File: src/rtl/riscv_mc_pkg.sv
// Shared types and encodings for the multi-cycle RV32I controller:
// FSM states, opcodes, ALU operation codes and datapath mux selects.
package riscv_mc_pkg;

  typedef enum logic [3:0] {
    S_FETCH   = 4'd0,
    S_DECODE  = 4'd1,
    S_MEM_ADR = 4'd2,
    S_MEM_RD  = 4'd3,
    S_MEM_WB  = 4'd4,
    S_MEM_WR  = 4'd5,
    S_EXEC_R  = 4'd6,
    S_EXEC_I  = 4'd7,
    S_ALU_WB  = 4'd8,
    S_BRANCH  = 4'd9,
    S_JAL     = 4'd10,
    S_JALR    = 4'd11,
    S_LUI     = 4'd12,
    S_AUIPC   = 4'd13,
    S_HALT    = 4'd14,
    S_ERROR   = 4'd15
  } state_e;

  localparam logic [6:0] OP_LOAD   = 7'b0000011;
  localparam logic [6:0] OP_STORE  = 7'b0100011;
  localparam logic [6:0] OP_R      = 7'b0110011;
  localparam logic [6:0] OP_I      = 7'b0010011;
  localparam logic [6:0] OP_BRANCH = 7'b1100011;
  localparam logic [6:0] OP_JAL    = 7'b1101111;
  localparam logic [6:0] OP_JALR   = 7'b1100111;
  localparam logic [6:0] OP_LUI    = 7'b0110111;
  localparam logic [6:0] OP_AUIPC  = 7'b0010111;
  localparam logic [6:0] OP_SYSTEM = 7'b1110011;

  typedef enum logic [3:0] {
    ALU_ADD  = 4'd0,
    ALU_SUB  = 4'd1,
    ALU_AND  = 4'd2,
    ALU_OR   = 4'd3,
    ALU_XOR  = 4'd4,
    ALU_SLT  = 4'd5,
    ALU_SLTU = 4'd6,
    ALU_SLL  = 4'd7,
    ALU_SRL  = 4'd8,
    ALU_SRA  = 4'd9
  } alu_ctrl_e;

  // Operation class handed from the FSM to the ALU decoder
  typedef enum logic [1:0] {
    ALUOP_ADD = 2'd0,
    ALUOP_SUB = 2'd1,
    ALUOP_R   = 2'd2,
    ALUOP_I   = 2'd3
  } alu_op_e;

  localparam logic [1:0] SRCA_PC    = 2'b00;
  localparam logic [1:0] SRCA_OLDPC = 2'b01;
  localparam logic [1:0] SRCA_RS1   = 2'b10;

  localparam logic [1:0] SRCB_RS2   = 2'b00;
  localparam logic [1:0] SRCB_IMM   = 2'b01;
  localparam logic [1:0] SRCB_FOUR  = 2'b10;

  localparam logic [1:0] RES_ALUOUT = 2'b00;
  localparam logic [1:0] RES_MEM    = 2'b01;
  localparam logic [1:0] RES_ALURES = 2'b10;
  localparam logic [1:0] RES_IMM    = 2'b11;

  localparam logic [2:0] IMM_I = 3'b000;
  localparam logic [2:0] IMM_S = 3'b001;
  localparam logic [2:0] IMM_B = 3'b010;
  localparam logic [2:0] IMM_J = 3'b011;
  localparam logic [2:0] IMM_U = 3'b100;

  // Datapath control bundle decoded from the current state
  typedef struct packed {
    logic       mem_req;
    logic       mem_write;
    logic       adr_src;
    logic       ir_write;
    logic       pc_write;
    logic       reg_write;
    logic [1:0] alu_srca;
    logic [1:0] alu_srcb;
    logic [1:0] res_src;
    logic [2:0] imm_src;
  } ctrl_t;

endpackage

File: src/rtl/riscv_mc_ctrl_hs_alu_decoder.sv
// ALU decoder: maps the operation class plus funct3/funct7[5] to alu_control.
module riscv_alu_decoder
  import riscv_mc_pkg::*;
(
  input  alu_op_e     alu_op,
  input  logic [2:0]  funct3,
  input  logic        funct7b5,
  output alu_ctrl_e   alu_ctrl
);

  // Decode funct fields; SUB only for R-type, SRA/SRAI both keyed by funct7[5]
  always_comb begin
    alu_ctrl = ALU_ADD;
    case (alu_op)
      ALUOP_ADD: alu_ctrl = ALU_ADD;
      ALUOP_SUB: alu_ctrl = ALU_SUB;
      ALUOP_R, ALUOP_I: begin
        case (funct3)
          3'b000:  alu_ctrl = (alu_op == ALUOP_R && funct7b5) ? ALU_SUB : ALU_ADD;
          3'b001:  alu_ctrl = ALU_SLL;
          3'b010:  alu_ctrl = ALU_SLT;
          3'b011:  alu_ctrl = ALU_SLTU;
          3'b100:  alu_ctrl = ALU_XOR;
          3'b101:  alu_ctrl = funct7b5 ? ALU_SRA : ALU_SRL;
          3'b110:  alu_ctrl = ALU_OR;
          default: alu_ctrl = ALU_AND;
        endcase
      end
      default: alu_ctrl = ALU_ADD;
    endcase
  end

endmodule

File: src/rtl/riscv_mc_ctrl_hs.sv
// Multi-cycle RV32I main controller with req/ready memory handshake,
// wait-state watchdog, branch resolver and retired-instruction counter.
// Optional feature macro: RV_MC_HALT_EN (SYSTEM opcode enters HALT).
module riscv_mc_ctrl_hs
  import riscv_mc_pkg::*;
#(
  parameter int unsigned RETIRE_W     = 32,
  parameter int unsigned MEM_WAIT_MAX = 0
) (
  input  logic                clk,
  input  logic                rst,
  input  logic [31:0]         instr,
  input  logic                zero,
  input  logic                lt,
  input  logic                ltu,
  input  logic                mem_ready,
  output logic                mem_req,
  output logic                mem_write,
  output logic                adr_src,
  output logic                ir_write,
  output logic                pc_write,
  output logic                reg_write,
  output logic [1:0]          alu_srca,
  output logic [1:0]          alu_srcb,
  output logic [1:0]          res_src,
  output logic [2:0]          imm_src,
  output logic [3:0]          alu_control,
  output logic                err,
  output logic                halted,
  output logic [RETIRE_W-1:0] retire_cnt
);

  localparam int unsigned WAIT_W = (MEM_WAIT_MAX > 1) ? $clog2(MEM_WAIT_MAX + 1) : 1;
  localparam logic [WAIT_W-1:0] WAIT_LAST = WAIT_W'((MEM_WAIT_MAX > 0) ? MEM_WAIT_MAX - 1 : 0);

  state_e            state;
  state_e            state_next;
  ctrl_t             ctrl;
  alu_op_e           alu_op;
  alu_ctrl_e         alu_ctrl;
  logic [WAIT_W-1:0] wait_cnt;
  logic              wait_hit;
  logic              br_valid;
  logic              br_taken;
  logic              retire_inc;

  logic [6:0] opcode;
  logic [2:0] funct3;
  logic       funct7b5;
  logic       unused_instr;

  assign opcode       = instr[6:0];
  assign funct3       = instr[14:12];
  assign funct7b5     = instr[30];
  assign unused_instr = ^{instr[31], instr[29:15], instr[11:7]};

  riscv_alu_decoder u_alu_dec (
    .alu_op   (alu_op),
    .funct3   (funct3),
    .funct7b5 (funct7b5),
    .alu_ctrl (alu_ctrl)
  );

  // Branch resolver: condition from ALU flags; unsupported funct3 flagged invalid
  always_comb begin
    br_valid = 1'b1;
    br_taken = 1'b0;
    case (funct3)
      3'b000:  br_taken = zero;
      3'b001:  br_taken = !zero;
      3'b100:  br_taken = lt;
      3'b101:  br_taken = !lt;
      3'b110:  br_taken = ltu;
      3'b111:  br_taken = !ltu;
      default: br_valid = 1'b0;
    endcase
  end

  // State register
  always_ff @(posedge clk or negedge rst) begin
    if (!rst) state <= S_FETCH;
    else      state <= state_next;
  end

  // Next-state and Moore control decode; memory states hold until mem_ready
  always_comb begin
    state_next = state;
    ctrl       = '0;
    alu_op     = ALUOP_ADD;
    case (state)
      S_FETCH: begin
        ctrl.mem_req  = 1'b1;
        ctrl.alu_srca = SRCA_PC;
        ctrl.alu_srcb = SRCB_FOUR;
        ctrl.res_src  = RES_ALURES;
        if (mem_ready) begin
          ctrl.ir_write = 1'b1;
          ctrl.pc_write = 1'b1;
          state_next    = S_DECODE;
        end
      end
      S_DECODE: begin
        // Precompute the PC-relative target into ALUOut for BRANCH/JAL
        ctrl.alu_srca = SRCA_OLDPC;
        ctrl.alu_srcb = SRCB_IMM;
        ctrl.imm_src  = (opcode == OP_JAL) ? IMM_J : IMM_B;
        case (opcode)
          OP_LOAD, OP_STORE: state_next = S_MEM_ADR;
          OP_R:              state_next = S_EXEC_R;
          OP_I:              state_next = S_EXEC_I;
          OP_BRANCH:         state_next = S_BRANCH;
          OP_JAL:            state_next = S_JAL;
          OP_JALR:           state_next = S_JALR;
          OP_LUI:            state_next = S_LUI;
          OP_AUIPC:          state_next = S_AUIPC;
`ifdef RV_MC_HALT_EN
          OP_SYSTEM:         state_next = S_HALT;
`else
          OP_SYSTEM:         state_next = S_FETCH;
`endif
          default:           state_next = S_ERROR;
        endcase
      end
      S_MEM_ADR: begin
        ctrl.alu_srca = SRCA_RS1;
        ctrl.alu_srcb = SRCB_IMM;
        ctrl.imm_src  = (opcode == OP_STORE) ? IMM_S : IMM_I;
        state_next    = (opcode == OP_STORE) ? S_MEM_WR : S_MEM_RD;
      end
      S_MEM_RD: begin
        ctrl.mem_req = 1'b1;
        ctrl.adr_src = 1'b1;
        if (mem_ready) state_next = S_MEM_WB;
      end
      S_MEM_WB: begin
        ctrl.res_src   = RES_MEM;
        ctrl.reg_write = 1'b1;
        state_next     = S_FETCH;
      end
      S_MEM_WR: begin
        ctrl.mem_req   = 1'b1;
        ctrl.mem_write = 1'b1;
        ctrl.adr_src   = 1'b1;
        if (mem_ready) state_next = S_FETCH;
      end
      S_EXEC_R: begin
        ctrl.alu_srca = SRCA_RS1;
        ctrl.alu_srcb = SRCB_RS2;
        alu_op        = ALUOP_R;
        state_next    = S_ALU_WB;
      end
      S_EXEC_I: begin
        ctrl.alu_srca = SRCA_RS1;
        ctrl.alu_srcb = SRCB_IMM;
        ctrl.imm_src  = IMM_I;
        alu_op        = ALUOP_I;
        state_next    = S_ALU_WB;
      end
      S_ALU_WB: begin
        // Jumps write the link value oldPC+4 computed here, not ALUOut
        ctrl.reg_write = 1'b1;
        if (opcode == OP_JAL || opcode == OP_JALR) begin
          ctrl.alu_srca = SRCA_OLDPC;
          ctrl.alu_srcb = SRCB_FOUR;
          ctrl.res_src  = RES_ALURES;
        end else begin
          ctrl.res_src  = RES_ALUOUT;
        end
        state_next = S_FETCH;
      end
      S_BRANCH: begin
        ctrl.alu_srca = SRCA_RS1;
        ctrl.alu_srcb = SRCB_RS2;
        ctrl.res_src  = RES_ALUOUT;
        alu_op        = ALUOP_SUB;
        if (br_valid) begin
          ctrl.pc_write = br_taken;
          state_next    = S_FETCH;
        end else begin
          state_next    = S_ERROR;
        end
      end
      S_JAL: begin
        ctrl.res_src  = RES_ALUOUT;
        ctrl.pc_write = 1'b1;
        state_next    = S_ALU_WB;
      end
      S_JALR: begin
        ctrl.alu_srca = SRCA_RS1;
        ctrl.alu_srcb = SRCB_IMM;
        ctrl.imm_src  = IMM_I;
        ctrl.res_src  = RES_ALURES;
        ctrl.pc_write = 1'b1;
        state_next    = S_ALU_WB;
      end
      S_LUI: begin
        ctrl.imm_src   = IMM_U;
        ctrl.res_src   = RES_IMM;
        ctrl.reg_write = 1'b1;
        state_next     = S_FETCH;
      end
      S_AUIPC: begin
        ctrl.alu_srca = SRCA_OLDPC;
        ctrl.alu_srcb = SRCB_IMM;
        ctrl.imm_src  = IMM_U;
        state_next    = S_ALU_WB;
      end
      S_HALT:  state_next = S_HALT;
      S_ERROR: state_next = S_ERROR;
    endcase

    wait_hit = (MEM_WAIT_MAX != 0) && ctrl.mem_req && !mem_ready && (wait_cnt == WAIT_LAST);
    if (wait_hit) state_next = S_ERROR;
  end

  // Consecutive wait-state counter; any accepted or absent request clears it
  always_ff @(posedge clk or negedge rst) begin
    if (!rst)                                               wait_cnt <= '0;
    else if (MEM_WAIT_MAX != 0 && ctrl.mem_req && !mem_ready) wait_cnt <= wait_cnt + 1'b1;
    else                                                    wait_cnt <= '0;
  end

  assign retire_inc = ((state_next == S_FETCH) && (state != S_FETCH)) ||
                      ((state_next == S_HALT)  && (state != S_HALT));

  // Retired-instruction counter, wraps naturally at 2^RETIRE_W
  always_ff @(posedge clk or negedge rst) begin
    if (!rst)            retire_cnt <= '0;
    else if (retire_inc) retire_cnt <= retire_cnt + 1'b1;
  end

  // Output stage: reset forces every output low in the same cycle
  always_comb begin
    mem_req     = 1'b0;
    mem_write   = 1'b0;
    adr_src     = 1'b0;
    ir_write    = 1'b0;
    pc_write    = 1'b0;
    reg_write   = 1'b0;
    alu_srca    = '0;
    alu_srcb    = '0;
    res_src     = '0;
    imm_src     = '0;
    alu_control = '0;
    err         = 1'b0;
    if (rst) begin
      mem_req     = ctrl.mem_req;
      mem_write   = ctrl.mem_write;
      adr_src     = ctrl.adr_src;
      ir_write    = ctrl.ir_write;
      pc_write    = ctrl.pc_write;
      reg_write   = ctrl.reg_write;
      alu_srca    = ctrl.alu_srca;
      alu_srcb    = ctrl.alu_srcb;
      res_src     = ctrl.res_src;
      imm_src     = ctrl.imm_src;
      alu_control = 4'(alu_ctrl);
      err         = (state == S_ERROR);
    end
  end

`ifdef RV_MC_HALT_EN
  assign halted = rst && (state == S_HALT);
`else
  assign halted = 1'b0;
`endif

endmodule
File: config.mk
export PLATFORM = sky130hd
export DESIGN_NAME = riscv_mc_ctrl_hs
export DESIGN_NICKNAME = d
export VERILOG_FILES = /design/src/rtl/riscv_mc_pkg.sv /design/src/rtl/riscv_mc_ctrl_hs_alu_decoder.sv /design/src/rtl/riscv_mc_ctrl_hs.sv
export SDC_FILE = /design/constraint.sdc
export NUM_CORES = 1
export LEC_CHECK = 0
export ABC_CLOCK_PERIOD_IN_PS = 1900
export BUFFER_PORTS_ARGS = -buffer_cell sky130_fd_sc_hd__buf_2
export CAP_MARGIN = 20
export CORE_MARGIN = 2
export CORE_UTILIZATION = 45
export DETAILED_ROUTE_END_ITERATION = 10
export GPL_TIMING_DRIVEN = 0
export PLACE_DENSITY = 0.79
export SETUP_SLACK_MARGIN = 0.02
export SLEW_MARGIN = 0
export SYNTH_ARGS = -nofsm -noshare
export SYNTH_HDL_FRONTEND = slang
export SYNTH_SLANG_ARGS = --single-unit
File: constraint.sdc
create_clock -name clk -period 1.9 [get_ports clk]
set_input_delay 0.38 -clock clk [delete_from_list [all_inputs] [get_ports clk]]
set_output_delay 0.38 -clock clk [all_outputs]
set_load 0.01 [all_outputs]
Word-level counts from Yosys, hierarchy flattened
Cells that the tools add are included.
{"block": "word_totals", "register_bits": 36, "out_inout_bits": 53, "wordCells": 107}
{"block": "op_classes", "addsub": 1, "n_eq_ne": 37, "n_mux": 41, "n_reduce_logical": 26}
{"cell": "$pmux W4 S10", "count": 1}
{"cell": "$eq A4 B4 Y1 const B", "count": 9}
{"cell": "$pmux W4 S9", "count": 1}
{"cell": "$add A32 B1 Y32 const B", "count": 1}
{"cell": "$eq A7 B7 Y1 const B", "count": 4}
{"cell": "$pmux W4 S7", "count": 1}
{"cell": "$eq A7 B6 Y1 const B", "count": 3}
{"cell": "$mux W4", "count": 5}
{"cell": "$pmux W4 S5", "count": 1}
{"cell": "$mux W1", "count": 18}
{"cell": "$eq A4 B3 Y1 const B", "count": 4}
{"cell": "$reduce_or A2 Y1", "count": 8}
{"cell": "$eq A7 B5 Y1 const B", "count": 2}
{"cell": "$eq A3 B3 Y1 const B", "count": 4}
{"cell": "$pmux W4 S3", "count": 1}
{"cell": "$mux W2", "count": 5}
{"cell": "$mux W3", "count": 3}
{"cell": "$pmux W3 S3", "count": 1}
{"cell": "$reduce_or A3 Y1", "count": 3}
{"cell": "$eq A4 B2 Y1 const B", "count": 2}
{"cell": "$logic_not A4 Y1", "count": 2}
{"cell": "$pmux W2 S4", "count": 1}
{"cell": "$eq A7 B2 Y1 const B", "count": 1}
{"cell": "$eq A3 B2 Y1 const B", "count": 2}
{"cell": "16 further kinds", "count": 22}

Logic depth before layout (Yosys ltp)
{"block": "depth", "word_depth": 8, "depth_mapped": 8, "mapped_depth_nobuf": 6}

Hierarchy
A second synthesis with hierarchy kept.
{"block": "hier_totals", "hier_cells": 282, "area_unflattened_um2": 2570.0}
{"module": "riscv_mc_ctrl_hs", "instances": 1, "cells_each": 268, "area_each_um2": 2483.6, "seq_area_each_um2": 900.9}
{"module": "riscv_alu_decoder", "instances": 1, "cells_each": 14, "area_each_um2": 86.3, "seq_area_each_um2": 0.0}

Worst setup path after synthesis
OpenSTA, ideal clock, no wires.
{"block": "synth_timing", "kind": "input to register", "from": "input port instr[6]", "to": "register retire_cnt[1]", "setup_ns": 0.125, "t_arrival_ns": 1.998, "path_slack_ns": -0.223, "stages": 7, "n_path_buf": 2, "path_cell_list": "buf_6 -> or4b_4 -> or3_1 -> o21ai_2 -> and3_1 -> buf_4 -> mux2_2"}
{"block": "synth_via", "elab_chain_len": 7, "word_cells_on_any_way": 19, "cone_classes": "eq/ne: 11; mux: 3; reduce/logical: 5"}
{"element": "start: declaration", "line_no": "riscv_mc_ctrl_hs.sv:12", "source": "input logic [31:0] instr,"}
{"element": "$eq A7 B6 Y1 or $eq A7 B2 Y1 (tied branches)", "line_no": "riscv_mc_ctrl_hs.sv:107, riscv_mc_ctrl_hs.sv:128"}
{"element": "$reduce_or A2 Y1", "line_no": "riscv_mc_ctrl_hs.sv:107", "source": "case (opcode)"}
{"element": "$pmux W4 S9", "line_no": "riscv_mc_ctrl_hs.sv:107"}
{"element": "$pmux W4 S10 (*)", "line_no": "riscv_mc_ctrl_hs.sv:90", "source": "case (state)"}
{"element": "$eq A4 B4 Y1 or $logic_not A4 Y1 (tied branches)", "line_no": "riscv_mc_ctrl_hs.sv:224, riscv_mc_ctrl_hs.sv:223"}
{"element": "$logic_and A1 B1 Y1 (on tied branches)", "line_no": "riscv_mc_ctrl_hs.sv:224, riscv_mc_ctrl_hs.sv:223"}
{"element": "$logic_or A1 B1 Y1 (*)", "line_no": "riscv_mc_ctrl_hs.sv:223", "source": "assign retire_inc = ((state_next == S_FETCH) && (state != S_FETCH)) ||"}
{"element": "end signal: assignment", "line_no": "riscv_mc_ctrl_hs.sv:229", "source": "else if (retire_inc) retire_cnt <= retire_cnt + 1'b1;"}
{"element": "end: declaration", "line_no": "riscv_mc_ctrl_hs.sv:30", "source": "output logic [RETIRE_W-1:0] retire_cnt"}
Mark *: on every way between the ends. The rest lies on a longest branch, timed or not.
A chain may end at the register's enable or synchronous reset.

Worst setup path in the final report
{"block": "layout_timing", "from": "register state[3]", "to": "register retire_cnt[13]"}
{"block": "layout_via", "elab_chain_len": 6, "word_cells_on_any_way": 29, "cone_classes": "eq/ne: 17; mux: 4; reduce/logical: 8"}
{"element": "start: declaration", "line_no": "riscv_mc_ctrl_hs.sv:36", "source": "state_e state;"}
{"element": "start signal: assignment", "line_no": "riscv_mc_ctrl_hs.sv:82", "source": "else state <= state_next;"}
{"element": "$eq A4 B4 Y1 or $eq A4 B3 Y1 (tied branches)", "line_no": "riscv_mc_ctrl_hs.sv:90"}
{"element": "$reduce_or A5 Y1 (no line) or $reduce_or A3 Y1 (tied branches)"}
{"element": "$pmux W4 S10", "line_no": "riscv_mc_ctrl_hs.sv:90"}
{"element": "$eq A4 B4 Y1 or $logic_not A4 Y1 (tied branches)", "line_no": "riscv_mc_ctrl_hs.sv:224, riscv_mc_ctrl_hs.sv:223"}
{"element": "$logic_and A1 B1 Y1 (on tied branches)", "line_no": "riscv_mc_ctrl_hs.sv:224, riscv_mc_ctrl_hs.sv:223"}
{"element": "$logic_or A1 B1 Y1 (*)", "line_no": "riscv_mc_ctrl_hs.sv:223"}
Marked as above.

==> qor.yml <==
grt_max_degree: 37
clock-sinks: 36
gr-total-overflow: 0
placed_area_mm2: 0.00290
drtIter0Drc: 118
synth_top_flop_cell: "dfrtp_1"
totalWireLength_um: 6600
antenna_found_initial: 0
worstPathRequired_ns: 2.07
dieArea_mm2: 0.00599
grt_pass1_vias: 2245
setup_viol: 34
syn-cell-area_mm2: 0.00242
ioPinCount: 91
syn-num-nets: 309
outcome: "finished, violations left"
peakVddDrop_uv: 857
cp-start-kind: "register"
synth-edff-count: 0
grt.total_usage_pct: 21.8
cts_made_buffers: 5
nets: 405
via_per_inst: 5.38
grt_first_pass_wirelength_um: 10600
ant_nets: 0
synth_top_area_share_pct: 37.2
fin_skew_ns: 0.00771
tns_ns: -3.55
drv_slew: 0
die_h_um: 77.4
cp.arrival_ns: 2.24
yosys_warnings: 0
h-tree-depth: 2
drive_gt1_share_pct: 49.3
wl_per_cell_um: 15.1
synth_top_area_cell: "dfrtp_1"
clk_latency_ns: 0.29
async_reset_ff_share_pct: 100
drc: 0
gp_congestion: 0.864
cap_violations: 0
vias: 2350
clock.fmax_ghz: 0.483
post-place-ws_ns: -0.474
final_area_mm2: 0.00364
area.growth.synth_to_final_pct: 50.0
synth-seq-cells: 36
worstRegToRegCells: 7
io_buffers: 65
power.density_mw_per_mm2: 1080
syn_inst: 270
crit_fanout: 5
hpwl_um: 3950
synthDistinctLibCells: 56
antenna-diode-count: 0
fill_cells: 382
critPathKind: "register to register"
synth_area_leaders: "dfrtp_1 37%, xnor2_1 10%, nand2_1 3.7%"
rsz0062_at_grt: "yes"
ys_seq_area_share_pct: 37.2
cp-end-kind: "register"
avgSynthCellArea_um2: 8.98
cellLeakagePower_nw: 1.75
clk_pin_slew_ns: 0.07
hold_class: "input port to asynchronous set/reset pin"
root_buffer: "clkbuf_8"
clock_path_buffers: 2
cts_tree: "yes"
failed_checks: "negative setup slack"
post-route-period-util_pct: 109
dr.pass1.iters: 4
timing.final.crit_period_ns: 2.07
initial_core_util_pct: 47.2
core_area_mm2: 0.00514
setup_slack_ns: -0.171
die_w_um: 77.4
num_rows: 26
hold_viol_final: 0
cell usage in the layout (no fill, tap or decap), drive strengths merged, types with 2 or more instances in the layout:
cell type	netlist	routed
o21a	2	2
nand2b	3	3
dfrtp	36	36
nor2	22	22
and2	2	2
xnor2	29	29
buf	11	103
nor3b	3	3
nor2b	6	6
inv	4	4
nor3	9	9
a21o	2	2
and4	5	5
a21boi	3	3
nor4	5	5
and3	13	13
a211oi	5	5
nand4	12	12
or4b	2	2
nor4b	2	2
or3b	2	2
xor2	9	9
nand2	24	24
a21oi	11	11
nand3b	3	3
clkbuf	8	11
o21ai	6	6
nand3	12	12
or3	3	3
critical path: stages (launching register included):
cell,delay [ns]
dfrtp_2,0.44
or4b_4,0.60
nor2_2,0.13
a211oi_2,0.08
buf_4,0.17
and3_4,0.22
and3_4,0.18
xor2_1,0.14
stage by stage:
step	hold WS, ns	util (%)	total power [W]	instances
2_1_floorplan	0.0844	-	0.00200	270
3_3_place_gp	0.463	56.5	0.00236	405
3_5_place_dp	0.478	56.5	0.00238	405
4_1_cts	0.0440	66.4	0.00359	428
5_1_grt	0.0641	70.7	0.00414	437
6_report	0.0519	70.7	0.00391	437
cells by family after synthesis:
group | after synthesis | share of synthesized area, %
other | 1 | 0.155
DFF | 36 | 37.2
muxes | 2 | 0.878
and+or+nand+nor | 131 | 31.2
adders and majority gates | 1 | 0.516
xor gates and xnor gates | 38 | 14.0
buffers and inverters | 23 | 5.16
AOI/OAI and AO/OA | 38 | 10.8
path summary, 6_finish.rpt:
| kind | from | slack [ns] | end |
|---|---|---|---|
| worst max-delay path | state[3] | -0.17 | retire_cnt[13] |
| worst min-delay path | rst | 0.05 | retire_cnt[31] |
| worst max register to register | state[3] | -0.17 | retire_cnt[13] |
| worst min register to register | retire_cnt[26] | 0.48 | retire_cnt[26] |
| max in group asynchronous | rst | 1.65 | state[3] |
| min in group clk | instr[2] | 0.41 | state[3] |
power breakdown:
part / internal (W) / total (W) / leakage [nW] / switching, W
clock network: 0.000389 / 0.000657 / 0.0552 / 0.000268
registers: 0.000880 / 0.00102 / 0.481 / 0.000144
logic: 0.00111 / 0.00223 / 1.21 / 0.00112
total: 0.00238 / 0.00391 / 1.75 / 0.00153
flip-flops by register name (all words and copies together), names as in the netlist:
signal,count
retire_cnt,32
state,4
synthesized netlist by cell type (all sizes together) (2+ instances only):
library cell / count
buf: 11
nand2: 24
nor3: 9
and3: 13
nor3b: 3
and2: 2
inv: 4
xnor2: 29
nand2b: 3
and4: 5
nand4: 12
nand3: 12
a21oi: 11
or3b: 2
nand3b: 3
or4b: 2
nor4: 5
nor2: 22
a211oi: 5
xor2: 9
clkbuf: 8
dfrtp: 36
a21o: 2
nor2b: 6
nor4b: 2
o21ai: 6
a21boi: 3
o21a: 2
or3: 3
layer usage:
metal	up-vias	routed length, um	track usage [%]
li1	1152	-	-
met3	7	236	3.37
met5	-	0	0
met4	0	69	7.50
met1	1133	3030	29.9
met2	58	3260	35.1
what timing repair did:
action / in CTS / in global routing
pin swaps: 38 / 26
gates resized for setup: 69 / 39
endpoints found under the hold margin: 36 / 0
cloned: 3 / 1
hold buffers: 1 / 0
endpoints found under the setup margin: 52 / 50
buffers inserted: 13 / 10
final cells by class:
type	count	area, um^2	share of cell area (%)
clock buffer	6	72.6	2.00
buffer	16	198	5.44
inverter	4	17.5	0.482
tap	70	87.6	2.41
clock inverter	2	35.0	0.964
timing repair buffer	92	613	16.9
sequential	36	906	24.9
multi-input combinational	211	1710	46.9
No activity file was read; power rests on OpenSTA's default activity.
